`config.mk`:
```
export PLATFORM = sky130hd
export DESIGN_NAME = pc_fetch_unit
export DESIGN_NICKNAME = d
export VERILOG_FILES = /design/src/rtl/pc_fetch_unit_pkg.sv /design/src/rtl/pc_fetch_unit_irq_sync_edge.sv /design/src/rtl/pc_fetch_unit.sv
export SDC_FILE = /design/constraint.sdc
export NUM_CORES = 1
export LEC_CHECK = 0
export CORE_MARGIN = 5
export CORE_UTILIZATION = 45
export CTS_BUF_LIST = sky130_fd_sc_hd__clkbuf_8
export DETAILED_ROUTE_END_ITERATION = 10
export PLACE_DENSITY = 0.79
export SLEW_MARGIN = 20
export SYNTH_ARGS = -nofsm -noshare
export SYNTH_HDL_FRONTEND = slang
export SYNTH_HIERARCHICAL = 1
export SYNTH_SLANG_ARGS = --single-unit
```
`constraint.sdc`:
```
create_clock -name i_clk -period 6.31 [get_ports i_clk]
set_input_delay 1.262 -clock i_clk [delete_from_list [all_inputs] [get_ports i_clk]]
set_output_delay 1.262 -clock i_clk [all_outputs]
set_load 0.01 [all_outputs]
```
`src/rtl/pc_fetch_unit_pkg.sv`:
```
// Core-wide constants shared by the fetch stage and the controller: vectors, PCSrc encoding,
// kernel-mode bit position and the branch-offset helper.
package pc_fetch_unit_pkg;

    localparam logic [31:0] RESET_VEC_DFLT   = 32'h8000_0000;
    localparam logic [31:0] IRQ_VEC_DFLT     = 32'h8000_0004;
    localparam logic [31:0] EXC_VEC_DFLT     = 32'h8000_0008;
    localparam int          SYNC_STAGES_DFLT = 2;

    localparam int          KERNEL_BIT       = 31;

    typedef enum logic [1:0] {
        PCSRC_SEQ    = 2'b00,
        PCSRC_BRANCH = 2'b01,
        PCSRC_JUMP   = 2'b10,
        PCSRC_JR     = 2'b11
    } pcsrc_e;

    // Word offset of a conditional branch, as a byte displacement.
    function automatic logic [31:0] branch_offset(input logic [15:0] imm16);
        return {{14{imm16[15]}}, imm16, 2'b00};
    endfunction

endpackage

```
`src/rtl/pc_fetch_unit_irq_sync_edge.sv`:
```
// Multi-flop synchroniser for an asynchronous level, followed by a single-cycle rising-edge pulse.
// The pulse is combinational from the last two synchronised samples.
module irq_sync_edge
    import pc_fetch_unit_pkg::*;
#(
    parameter int SYNC_STAGES = SYNC_STAGES_DFLT
) (
    input  logic i_clk,
    input  logic i_reset,
    input  logic i_async,
    output logic o_rise
);

    logic [SYNC_STAGES-1:0] r_sync;
    logic                   r_prev;

    // NOTE: sequential state uses non-blocking assignments so every flop samples pre-edge values.
    always_ff @(posedge i_clk) begin
        if (i_reset) begin
            r_sync <= '0;
            r_prev <= 1'b0;
        end else begin
            r_sync <= {r_sync[SYNC_STAGES-2:0], i_async};
            r_prev <= r_sync[SYNC_STAGES-1];
        end
    end

    assign o_rise = r_sync[SYNC_STAGES-1] & ~r_prev;

endmodule

```
`src/rtl/pc_fetch_unit.sv`:
```
// Program-counter stage: PC register, next-PC selection, interrupt synchronisation and entry.
// Optional misaligned-jr exception is enabled by defining PC_ALIGN_EXC_EN.
module pc_fetch_unit
    import pc_fetch_unit_pkg::*;
#(
    parameter logic [31:0] RESET_VEC   = RESET_VEC_DFLT,
    parameter logic [31:0] IRQ_VEC     = IRQ_VEC_DFLT,
    parameter logic [31:0] EXC_VEC     = EXC_VEC_DFLT,
    parameter int          SYNC_STAGES = SYNC_STAGES_DFLT
) (
    input  logic        i_clk,
    input  logic        i_reset,
    input  logic        i_en,
    input  logic [1:0]  i_pc_src,
    input  logic        i_branch_taken,
    input  logic [15:0] i_imm16,
    input  logic [25:0] i_jtarget,
    input  logic [31:0] i_jr_addr,
    input  logic        i_irq_in,
    output logic [31:0] o_pc,
    output logic [31:0] o_pc_plus4,
    output logic        o_irq_take,
    output logic        o_kernel,
    output logic        o_align_exc
);

    logic [31:0] r_pc;
    logic        r_irq_pending;

    pcsrc_e      w_pc_src;
    logic        w_kernel;
    logic        w_irq_edge;
    logic        w_irq_take;
    logic        w_align_exc;
    logic [31:0] w_pc_plus4;
    logic [31:0] w_branch_sum;
    logic [31:0] w_branch_tgt;
    logic [31:0] w_jump_tgt;
    logic [31:0] w_jr_tgt;
    logic [31:0] w_next_pc;

    irq_sync_edge #(
        .SYNC_STAGES (SYNC_STAGES)
    ) u_irq_sync (
        .i_clk   (i_clk),
        .i_reset (i_reset),
        .i_async (i_irq_in),
        .o_rise  (w_irq_edge)
    );

    assign w_pc_src   = pcsrc_e'(i_pc_src);
    assign w_kernel   = r_pc[KERNEL_BIT];
    assign w_pc_plus4 = r_pc + 32'd4;

    // Interrupts never nest: a pending request waits until the PC is back in user space.
    assign w_irq_take = r_irq_pending & ~w_kernel & i_en;

    // Branch and jump targets keep the current mode bit; any carry into bit 31 is dropped.
    assign w_branch_sum = w_pc_plus4 + branch_offset(i_imm16);
    assign w_branch_tgt = {w_kernel, (i_branch_taken ? w_branch_sum[30:0] : w_pc_plus4[30:0])};
    assign w_jump_tgt   = {w_kernel, w_pc_plus4[30:28], i_jtarget, 2'b00};
    assign w_jr_tgt     = {i_jr_addr[31] & w_kernel, i_jr_addr[30:2], 2'b00};

`ifdef PC_ALIGN_EXC_EN
    assign w_align_exc = i_en & ~w_irq_take & (w_pc_src == PCSRC_JR) & (|i_jr_addr[1:0]);
`else
    logic w_unused_jr_low;
    assign w_align_exc     = 1'b0;
    assign w_unused_jr_low = ^i_jr_addr[1:0];
`endif

    // NOTE: every combinational output gets a default first so no path can infer a latch.
    always_comb begin
        w_next_pc = r_pc;
        if (i_en) begin
            if (w_irq_take) begin
                w_next_pc = IRQ_VEC;
            end else if (w_align_exc) begin
                w_next_pc = EXC_VEC;
            end else begin
                case (w_pc_src)
                    PCSRC_SEQ:    w_next_pc = w_pc_plus4;
                    PCSRC_BRANCH: w_next_pc = w_branch_tgt;
                    PCSRC_JUMP:   w_next_pc = w_jump_tgt;
                    PCSRC_JR:     w_next_pc = w_jr_tgt;
                    default:      w_next_pc = w_pc_plus4;
                endcase
            end
        end
    end

    always_ff @(posedge i_clk) begin
        if (i_reset) begin
            r_pc <= RESET_VEC;
        end else begin
            r_pc <= w_next_pc;
        end
    end

    // A new edge outranks the clear, so an edge coinciding with a take stays pending.
    always_ff @(posedge i_clk) begin
        if (i_reset) begin
            r_irq_pending <= 1'b0;
        end else if (w_irq_edge) begin
            r_irq_pending <= 1'b1;
        end else if (w_irq_take) begin
            r_irq_pending <= 1'b0;
        end
    end

    assign o_pc        = r_pc;
    assign o_pc_plus4  = w_pc_plus4;
    assign o_irq_take  = w_irq_take;
    assign o_kernel    = w_kernel;
    assign o_align_exc = w_align_exc;

endmodule
```
==> results of run 1 <==
## worst max-delay path: cells and delay by family
| kind | cells | cell delay, ns |
|---|---|---|
| buf+inv | 2 | 0.53 |
| fa+ha+maj | 2 | 0.60 |
| simple gates | 1 | 0.20 |
| compound gates | 8 | 1.97 |
## state kept, by name, indices dropped and copies added (netlist names)
register           cells
o_pc                  30
u_irq_sync/r_sync      2
r_irq_pending          1
u_irq_sync/r_prev      1
## layout by cell type (no fill, tap or decap), types with 5 or more instances in the layout
cell type	netlist	final
a22oi_1	8	8
buf_4	7	6
and2_1	8	8
inv_1	14	14
nor2b_1	11	11
xnor2_1	28	28
o21ai_0	45	45
clkdlybuf4s50_1	0	139
nor3_1	9	9
nor2_1	58	58
mux4_2	5	5
a221o_1	6	6
xor2_1	20	20
ha_1	34	34
a211oi_1	7	7
mux2i_1	6	6
a221oi_1	5	5
a21oi_1	36	36
and3_1	10	10
nand2_1	52	52
nand4_1	8	8
o221ai_1	8	8
a22o_1	6	6
nand2b_1	10	10
a21o_1	14	14
nand3_1	16	16
mux2_2	12	12
dfxtp_1	34	34
clkbuf_8	0	6
conb_1	1	5
## area by class of cell
type,instances,area [um^2]
Multi-Input combinational cell,488,3480
Sequential cell,34,681
Tap cell,129,161
Inverter,14,52.6
Timing Repair Buffer,146,1440
Clock buffer,6,82.6
Clock inverter,2,12.5
Fill cell,860,3410
## final timing paths
path                              startpoint                            to  slack, ns  depth (start not counted)
max                               i_imm16[0]         o_pc[30]$_SDFFE_PP0P_       1.92                         13
min          u_irq_sync/r_sync[1]$_SDFF_PP0_  u_irq_sync/r_prev$_SDFF_PP0_       0.47                          1
max reg2reg             o_pc[2]$_SDFFE_PP0P_         o_pc[29]$_SDFFE_PP0P_       2.02                         15
min reg2reg  u_irq_sync/r_sync[1]$_SDFF_PP0_  u_irq_sync/r_prev$_SDFF_PP0_       0.47                          1
## power breakdown
group          switching [uW]  internal [uW]
clock                    89.2           87.9
combinational             222            214
sequential               24.5            230
total                     336            532
## metrics by stage
stage	hold slack (ns)	total power [uW]	utilization
after floorplan	0.414	514	-
after global placement	0.418	680	0.624
after detailed placement	0.455	687	0.624
after CTS	0.470	863	0.634
after global routing	0.484	912	0.634
final	0.467	868	0.634
## per-layer routing
layer / wire length [um] / share of wire
met5: 0 / 0
met4: 425 / 0.026
met3: 1350 / 0.083
met2: 7620 / 0.47
met1: 6800 / 0.42
## cell families after synthesis
kind of cell,Yosys count,synth area share
compound gates,181,0.303
fa+ha+maj,35,0.102
mux,23,0.0707
other cells,1,0.000861
simple gates,195,0.220
buf+inv,47,0.0466
xor+xnor,49,0.100
flops,34,0.156
==> results.yml, run 1 <==
floorplanning:
  start_util: 0.467
  die_w_um: 108
  die_area_mm2: 0.0117
  ioPinCount: 148
  core-area_mm2: 0.00933
  rows: 35
  die_h_um: 108
cts:
  root_buffer: "clkbuf_8"
  cts_tree: "yes"
  htreeDepth: 2
  path_clk_slew_ns: 0.08
  cts_buffers: 5
  holdBufCountCts: 0
  cts-resized-gates: 0
  insertion_delay_ns: 0.29
  cts_sinks: 34
  cts_buffer_depth: 2
  post_cts_buffers: 0
grt:
  globalRouteMet1Util: 0.346
  grt_pass1_wl_um: 25000
  grt-ovfl-total: 0
  global_route.usage.met3: 0.0400
  antenna_found_initial: 0
  grt_max_degree: 52
  track_usage: 0.266
  grt-busiest-layer: "met2"
  grtUsageMet2: 0.453
  grt_pass1_vias: 4906
placement:
  dp.cells: 811
  placed_area_mm2: 0.00582
  dp_slack_ns: 1.67
  place_congestion: 0.971
  dp_hpwl_um: 12600
  io_buffers: 140
timing:
  rsz0062_at_grt: "false"
  clock_skew_ns: 0.00793
  relSlewSlack: 0.314
  worst_pin_slew_ns: 1.03
  period_minus_slack_ns: 4.39
  setup_viol: 0
  setup_ws_ns: 1.92
  fin_setup_tns_ns: 0
  period_share: 0.696
  hold_viol_final: 0
  fmax_mhz: 228
  maxSlewViolCount: 0
logic_synthesis:
  syn_area_mm2: 0.00435
  yosysUniqueCellTypes: 68
  async_reset_ff_frac: 0
  yosysWarnings: 6
  synth_most_common_cell: "nor2_1"
  synth_cells: 565
  synth_edf_count: 0
  synth_top_cell_by_area: "dfxtp_1"
  ys.flop_type: "dfxtp_1"
  yosysTopAreaCellShare: 0.156
  synth_seq_cells: 34
  synth.cells.most_frequent: "nor2_1 (58), nand2_1 (52), o21ai_0 (45), a21oi_1 (36)"
  yosys-top-cells-area: "dfxtp_1 (16%), ha_1 (9.8%), xnor2_1 (5.6%)"
  yosysSeqAreaShare: 0.156
  synth.avg_cell_area_um2: 7.70
pwr:
  power-per-cell-area_mw_per_mm2: 147
  vdd_drop_max_uv: 76.6
  leakagePower_uw: 0.00241
routing:
  vias: 5039
  wirelength_um: 16200
  drtIter0Drc: 321
  drc: 0
  wire_per_inst_um: 19.8
  detail-route-antenna-nets: 0
  first_pass_iters: 7
  viasPerCell: 6.15
worst_setup_path:
  start_kind: "input port"
  critPathRequiredTime_ns: 6.49
  cp_slowest_cell: "clkdlybuf4s50_1"
  cp-end-kind: "register"
  critical_path.max_stage_delay_ns: 0.47
  path_class: "in2reg"
  arrival_ns: 4.57
  crit_path_cell_trace: "clkdlybuf4s50_1, ha_1, inv_1, fa_1, nand2b_1, a21oi_2, o41ai_4, o31a_4, o21ai_4, a41oi_4, o31a_1, a2111oi_4, a211oi_2"
  path_max_fanout: 5
job:
  drv_cap: 0
layout:
  drive_above_1_share: 0.0739
  nNetsFinal: 805
  num_antenna_cells: 0
  post-route-cell-area_mm2: 0.00592
  syn_to_final_growth_pct: 35.9
  instances_no_fill: 819
run_status:
  status: "finished, final reports clean"
hold_path:
  hold_path_class: "reg2reg"
Power figures use the tool's default switching activity.
==> run 2: changes to the inputs <==
--- a/config.mk
+++ b/config.mk
@@ -6,7 +6,7 @@
 export NUM_CORES = 1
 export LEC_CHECK = 0
 export CORE_MARGIN = 5
-export CORE_UTILIZATION = 45
+export CORE_UTILIZATION = 43
 export CTS_BUF_LIST = sky130_fd_sc_hd__clkbuf_8
 export DETAILED_ROUTE_END_ITERATION = 10
 export PLACE_DENSITY = 0.79
==> constraint.sdc (replaced) <==
create_clock -name i_clk -period 3.65 [get_ports i_clk]
set_input_delay 0.73 -clock i_clk [delete_from_list [all_inputs] [get_ports i_clk]]
set_output_delay 0.73 -clock i_clk [all_outputs]
set_load 0.01 [all_outputs]
==> results.yml, run 2 (synthesis gave the netlist of run 1 again) <==
pwr:
  vdd_drop_max_uv: 138
  power-per-cell-area_mw_per_mm2: 249
  clock_power_share: 0.217
  intPower_uw: 1060
  p_sw_uw: 640
  swShare: 0.376
  seqPwrFrac: 0.249
  power_uw: 1700
  leakagePower_uw: 0.00295
  comb_power_share: 0.534
routing:
  detail-route-antenna-nets: 0
  viasPerCell: 5.91
  drc: 0
  vias: 5439
  wire_per_inst_um: 19.6
  wirelength_um: 18000
  drtIter0Drc: 404
  first_pass_iters: 7
cts:
  cts_buffers: 5
  cts_sinks: 34
  htreeDepth: 2
  insertion_delay_ns: 0.30
  cts_tree: "yes"
  path_clk_slew_ns: 0.09
  cts_buffer_depth: 2
  root_buffer: "clkbuf_8"
layout:
  final_common_cell: "clkdlybuf4s50_1"
  nNetsFinal: 902
  num_antenna_cells: 0
  fill_cells: 848
  drive_above_1_share: 0.226
  seqCellArea_um2: 684
  multi_input_area_mm2: 0.00365
  instances_no_fill: 920
  syn_to_final_growth_pct: 57.0
  layout_common_cells: "clkdlybuf4s50_1 (138), buf_4 (103), nor2_1 (56), nand2_1 (52), o21ai_0 (43)"
  largest_reg_flops: 30
worst_setup_path:
  start_kind: "input port"
  critical_path.max_stage_delay_ns: 0.46
  path_class: "in2reg"
  arrival_ns: 3.70
  crit_path_cell_trace: "clkdlybuf4s50_1, ha_1, inv_1, fa_1, nand2b_4, a21oi_4, o41ai_4, o31a_4, o21ai_4, a41oi_4, o31a_1, a2111oi_4, a211oi_2"
  critPathRequiredTime_ns: 3.84
  cp-end-kind: "register"
  cp_slowest_cell: "clkdlybuf4s50_1"
  path_max_fanout: 5
floorplanning:
  rows: 36
  die_area_mm2: 0.0122
  ioPinCount: 148
  start_util: 0.443
  die_w_um: 111
  core-area_mm2: 0.00982
  die_h_um: 111
grt:
  grt_pass1_vias: 5382
  grt_max_degree: 33
  grt_pass1_wl_um: 27800
  antenna_found_initial: 0
  grt-ovfl-total: 0
  track_usage: 0.274
placement:
  dp_hpwl_um: 14200
  dp.cells: 907
  io_buffers: 140
  dp_slack_ns: -0.265
  place_congestion: 0.978
hold_path:
  hold_path_class: "reg2reg"
timing:
  hold_viol_final: 0
  relSlewSlack: 0.267
  setup_ws_ns: 0.133
  maxSlewViolCount: 0
  worst_pin_slew_ns: 1.10
  clock_skew_ns: 0.0100
  fmax_mhz: 284
  period_share: 0.964
  hold_ws_ns: 0.446
  rsz0062_at_grt: "true"
  setup_viol: 0
  period_minus_slack_ns: 3.52
run_status:
  status: "finished, final reports clean"
job:
  drv_cap: 0
[run 2: metrics by stage]
| stage | util | instance area, um^2 | TNS [ns] |
|---|---|---|---|
| 6_report | 0.696 | 6830 | 0 |
| 5_1_grt | 0.696 | 6830 | -0.0914 |
| 4_1_cts | 0.677 | 6650 | 0 |
| 3_5_place_dp | 0.666 | 6540 | -1.93 |
| 3_3_place_gp | 0.666 | 6540 | -1.58 |
| 2_1_floorplan | - | 4390 | 0 |
[run 2: repair_timing]
item                                    in CTS  in global routing
buffers inserted                             0                  5
endpoints found under the setup margin       3                 10
gates resized for setup                      2                 31
pin swaps                                    0                 10
hold buffers                                 0                  0
[run 2: per-layer routing]
metal,part of all wire,GRT usage
met4,0.026,0.0796
met5,0,0
met3,0.085,0.0569
met1,0.41,0.348
met2,0.48,0.467
[run 2: power groups by stage]
| stage | clock, uW | sequential (uW) | combinational [uW] |
|---|---|---|---|
| 4_1_cts | 367 | 422 | 877 |
| 5_1_grt | 389 | 427 | 974 |
| 3_3_place_gp | 0 | 429 | 856 |
| 3_5_place_dp | 0 | 431 | 870 |
| 2_1_floorplan | 0 | 448 | 442 |
| 6_report | 370 | 424 | 910 |
[run 2: cell type report]
class	count	share of cell area
Tap cell	133	0.0244
Clock buffer	5	0.0101
Inverter	14	0.00769
Clock inverter	3	0.00586
Timing Repair Buffer	243	0.318
Multi-Input combinational cell	488	0.534
Sequential cell	34	0.100
[run 2: worst max-delay path: cells and delay by family]
kind / cells / cell delay [ns]
buf+inv: 2 / 0.51
compound gates: 8 / 1.74
fa+ha+maj: 2 / 0.55
simple gates: 1 / 0.17
[run 2: worst paths after layout]
| kind | startpoint | end | cells after the start | slack (ns) |
|---|---|---|---|---|
| setup reg to reg | o_pc[2]$_SDFFE_PP0P_ | o_pc[30]$_SDFFE_PP0P_ | 16 | 0.14 |
| setup / recovery | i_imm16[0] | o_pc[30]$_SDFFE_PP0P_ | 13 | 0.13 |
| hold / removal | u_irq_sync/r_sync[0]$_SDFF_PP0_ | u_irq_sync/r_sync[1]$_SDFF_PP0_ | 1 | 0.45 |
| hold reg to reg | u_irq_sync/r_sync[0]$_SDFF_PP0_ | u_irq_sync/r_sync[1]$_SDFF_PP0_ | 1 | 0.45 |
==> run 3: changes to the inputs <==
--- a/config.mk
+++ b/config.mk
@@ -6,12 +6,11 @@
 export NUM_CORES = 1
 export LEC_CHECK = 0
 export CORE_MARGIN = 5
-export CORE_UTILIZATION = 43
+export CORE_UTILIZATION = 45
 export CTS_BUF_LIST = sky130_fd_sc_hd__clkbuf_8
 export DETAILED_ROUTE_END_ITERATION = 10
-export PLACE_DENSITY = 0.79
+export PLACE_DENSITY = 0.8
 export SLEW_MARGIN = 20
 export SYNTH_ARGS = -nofsm -noshare
 export SYNTH_HDL_FRONTEND = slang
-export SYNTH_HIERARCHICAL = 1
 export SYNTH_SLANG_ARGS = --single-unit
==> constraint.sdc (replaced) <==
create_clock -name i_clk -period 3.28 [get_ports i_clk]
set_input_delay 0.656 -clock i_clk [delete_from_list [all_inputs] [get_ports i_clk]]
set_output_delay 0.656 -clock i_clk [all_outputs]
set_load 0.01 [all_outputs]
==> results.yml, run 3 <==
run_status:
  status: "finished, violations left"
  violations: "negative setup slack"
logic_synthesis:
  synth.avg_cell_area_um2: 7.87
  synth_top_cell_by_area: "dfxtp_1"
  synth.cells.most_frequent: "nand2_1 (51), nor2_1 (41), a21oi_1 (37), o21ai_0 (35)"
  ys.flop_type: "dfxtp_1"
  yosysUniqueCellTypes: 69
  yosys-top-cells-area: "dfxtp_1 (16%), ha_1 (9.9%), xnor2_1 (5.5%)"
  syn_area_mm2: 0.00431
  yosysTopAreaCellShare: 0.158
  synth_cells: 547
  synth_seq_cells: 34
  synth_most_common_cell: "nand2_1"
  yosysWarnings: 0
  yosysSeqAreaShare: 0.158
  async_reset_ff_frac: 0
  synth_edf_count: 0
floorplanning:
  start_util: 0.464
  ioPinCount: 148
  core-area_mm2: 0.00928
  die_w_um: 108
  die_area_mm2: 0.0116
  rows: 35
  die_h_um: 108
layout:
  multi_input_area_mm2: 0.00378
  drive_above_1_share: 0.304
  nNetsFinal: 914
  instances_no_fill: 928
  fill_cells: 680
  final_common_cell: "clkdlybuf4s50_1"
  syn_to_final_growth_pct: 66.8
  largest_reg_flops: 30
  num_antenna_cells: 0
  utilization: 0.774
  seqCellArea_um2: 713
  layout_common_cells: "clkdlybuf4s50_1 (133), buf_4 (129), nand2_1 (48), nor2_1 (38), a21oi_1 (33)"
pwr:
  intPower_uw: 1140
  leakagePower_uw: 0.00321
  p_sw_uw: 691
  clock_power_share: 0.176
  seqPwrFrac: 0.260
  vdd_drop_max_uv: 211
  swShare: 0.377
  comb_power_share: 0.564
  power-per-cell-area_mw_per_mm2: 255
  power_uw: 1830
grt:
  grt-ovfl-total: 0
  antenna_found_initial: 0
  track_usage: 0.283
  grt_max_degree: 22
  grt_pass1_wl_um: 26300
  grt_pass1_vias: 5503
cts:
  htreeDepth: 2
  root_buffer: "clkbuf_8"
  path_clk_slew_ns: 0.08
  holdBufCountCts: 0
  cts_tree: "yes"
  cts_sinks: 34
  cts_buffers: 5
  insertion_delay_ns: 0.29
  cts_buffer_depth: 2
placement:
  io_buffers: 140
  dp_slack_ns: -0.274
  dp.cells: 912
  dp_hpwl_um: 13800
  place_congestion: 0.972
routing:
  wire_per_inst_um: 18.7
  wirelength_um: 17400
  first_pass_iters: 7
  drc: 0
  detail-route-antenna-nets: 0
  drtIter0Drc: 345
  vias: 5417
  viasPerCell: 5.84
worst_setup_path:
  critPathRequiredTime_ns: 3.52
  path_class: "reg2reg"
  cp-end-kind: "register"
  reg2reg_to: "o_pc[30]$_SDFFE_PP0P_"
  path_max_fanout: 4
  arrival_ns: 3.73
  reg2reg_depth: 14
  reg2reg_from: "o_pc[11]$_SDFFE_PP0P_"
  cp-endpoint: "o_pc[30]$_SDFFE_PP0P_"
  reg2reg_slack_ns: -0.22
  start_kind: "register"
  critPathLaunch: "o_pc[11]$_SDFFE_PP0P_"
timing:
  period_minus_slack_ns: 3.50
  relSlewSlack: 0.432
  setup_ws_ns: -0.218
  clock_skew_ns: 0.00677
  worst_pin_slew_ns: 0.851
  maxSlewViolCount: 0
  hold_ws_ns: 0.459
  setup_viol: 8
  rsz0062_at_grt: "true"
  hold_viol_final: 0
  period_share: 1.07
  fmax_mhz: 286
hold_path:
  hold_depth: 1
  hold_path_class: "reg2reg"
  hp-start: "u_irq_sync.r_sync[0]$_SDFF_PP0_"
job:
  drv_cap: 0
## run 3: repair_timing
item / CTS / global route
pin swaps: 8 / 19
gates resized for setup: 22 / 33
buffers inserted: 4 / 4
endpoints found under the setup margin: 18 / 30
## run 3: metrics by stage
| step | instance area [um^2] | setup TNS [ns] |
|---|---|---|
| after global placement | 6780 | -0.927 |
| after detailed placement | 6780 | -1.50 |
| final | 7180 | -0.864 |
| after CTS | 6980 | -0.943 |
| after global routing | 7180 | -2.55 |
| after floorplan | 4490 | -0.0599 |
## run 3: power by group through the flow
| stage | Clock, uW | Combinational [uW] | Sequential, uW |
|---|---|---|---|
| detailed placement | 0 | 973 | 481 |
| finish | 323 | 1030 | 476 |
| global route | 350 | 1110 | 480 |
| floorplan | 0 | 485 | 505 |
| global placement | 0 | 950 | 480 |
| CTS | 329 | 989 | 473 |
## run 3: critical path, stage by stage (launching register included)
cell	delay (ns)
dfxtp_2	0.38
nand4_4	0.14
or2_4	0.25
or2_4	0.31
nor2_4	0.12
xor2_2	0.08
ha_1	0.31
and4_4	0.24
and3_4	0.20
o211ai_2	0.10
a31o_4	0.26
a2111o_1	0.40
or3b_1	0.41
a21oi_2	0.12
o21a_1	0.11
## run 3: kinds of logic (layout without fill, tap and decap cells)
kind of cell	count (synthesis)	count (layout)	synth area share
adders and majority gates	35	35	0.103
muxes	23	23	0.0779
buffers and inverters	46	294	0.0572
xor gates and xnor gates	51	51	0.108
DFF	34	34	0.158
and+or+nand+nor	189	189	0.224
AOI/OAI and AO/OA	168	168	0.270
other	1	5	0.000871
## run 3: cell type report
type	instances	area share
multi-input combinational	471	0.527
timing repair buffer	269	0.331
sequential	34	0.0993
tap	129	0.0225
clock buffer	5	0.00958
inverter	17	0.00888
clock inverter	3	0.00226
## run 3: worst min path at each step
stage,slack (ns),endpoint
after global routing,0.47,u_irq_sync.r_sync[1]$_SDFF_PP0_
after CTS,0.46,u_irq_sync.r_sync[1]$_SDFF_PP0_
after detailed placement,0.44,u_irq_sync.r_sync[1]$_SDFF_PP0_
final,0.46,u_irq_sync.r_sync[1]$_SDFF_PP0_
after global placement,0.42,u_irq_sync.r_sync[1]$_SDFF_PP0_
after floorplan,0.41,u_irq_sync.r_sync[1]$_SDFF_PP0_
## run 3: layer usage
layer / global-route usage / part of all wire / vias to the layer above
met1: 0.349 / 0.41 / 2558
met2: 0.500 / 0.49 / 265
met5: 0 / 0 / -
met4: 0.0983 / 0.028 / 0
li1: - / - / 2540
met3: 0.0390 / 0.072 / 54
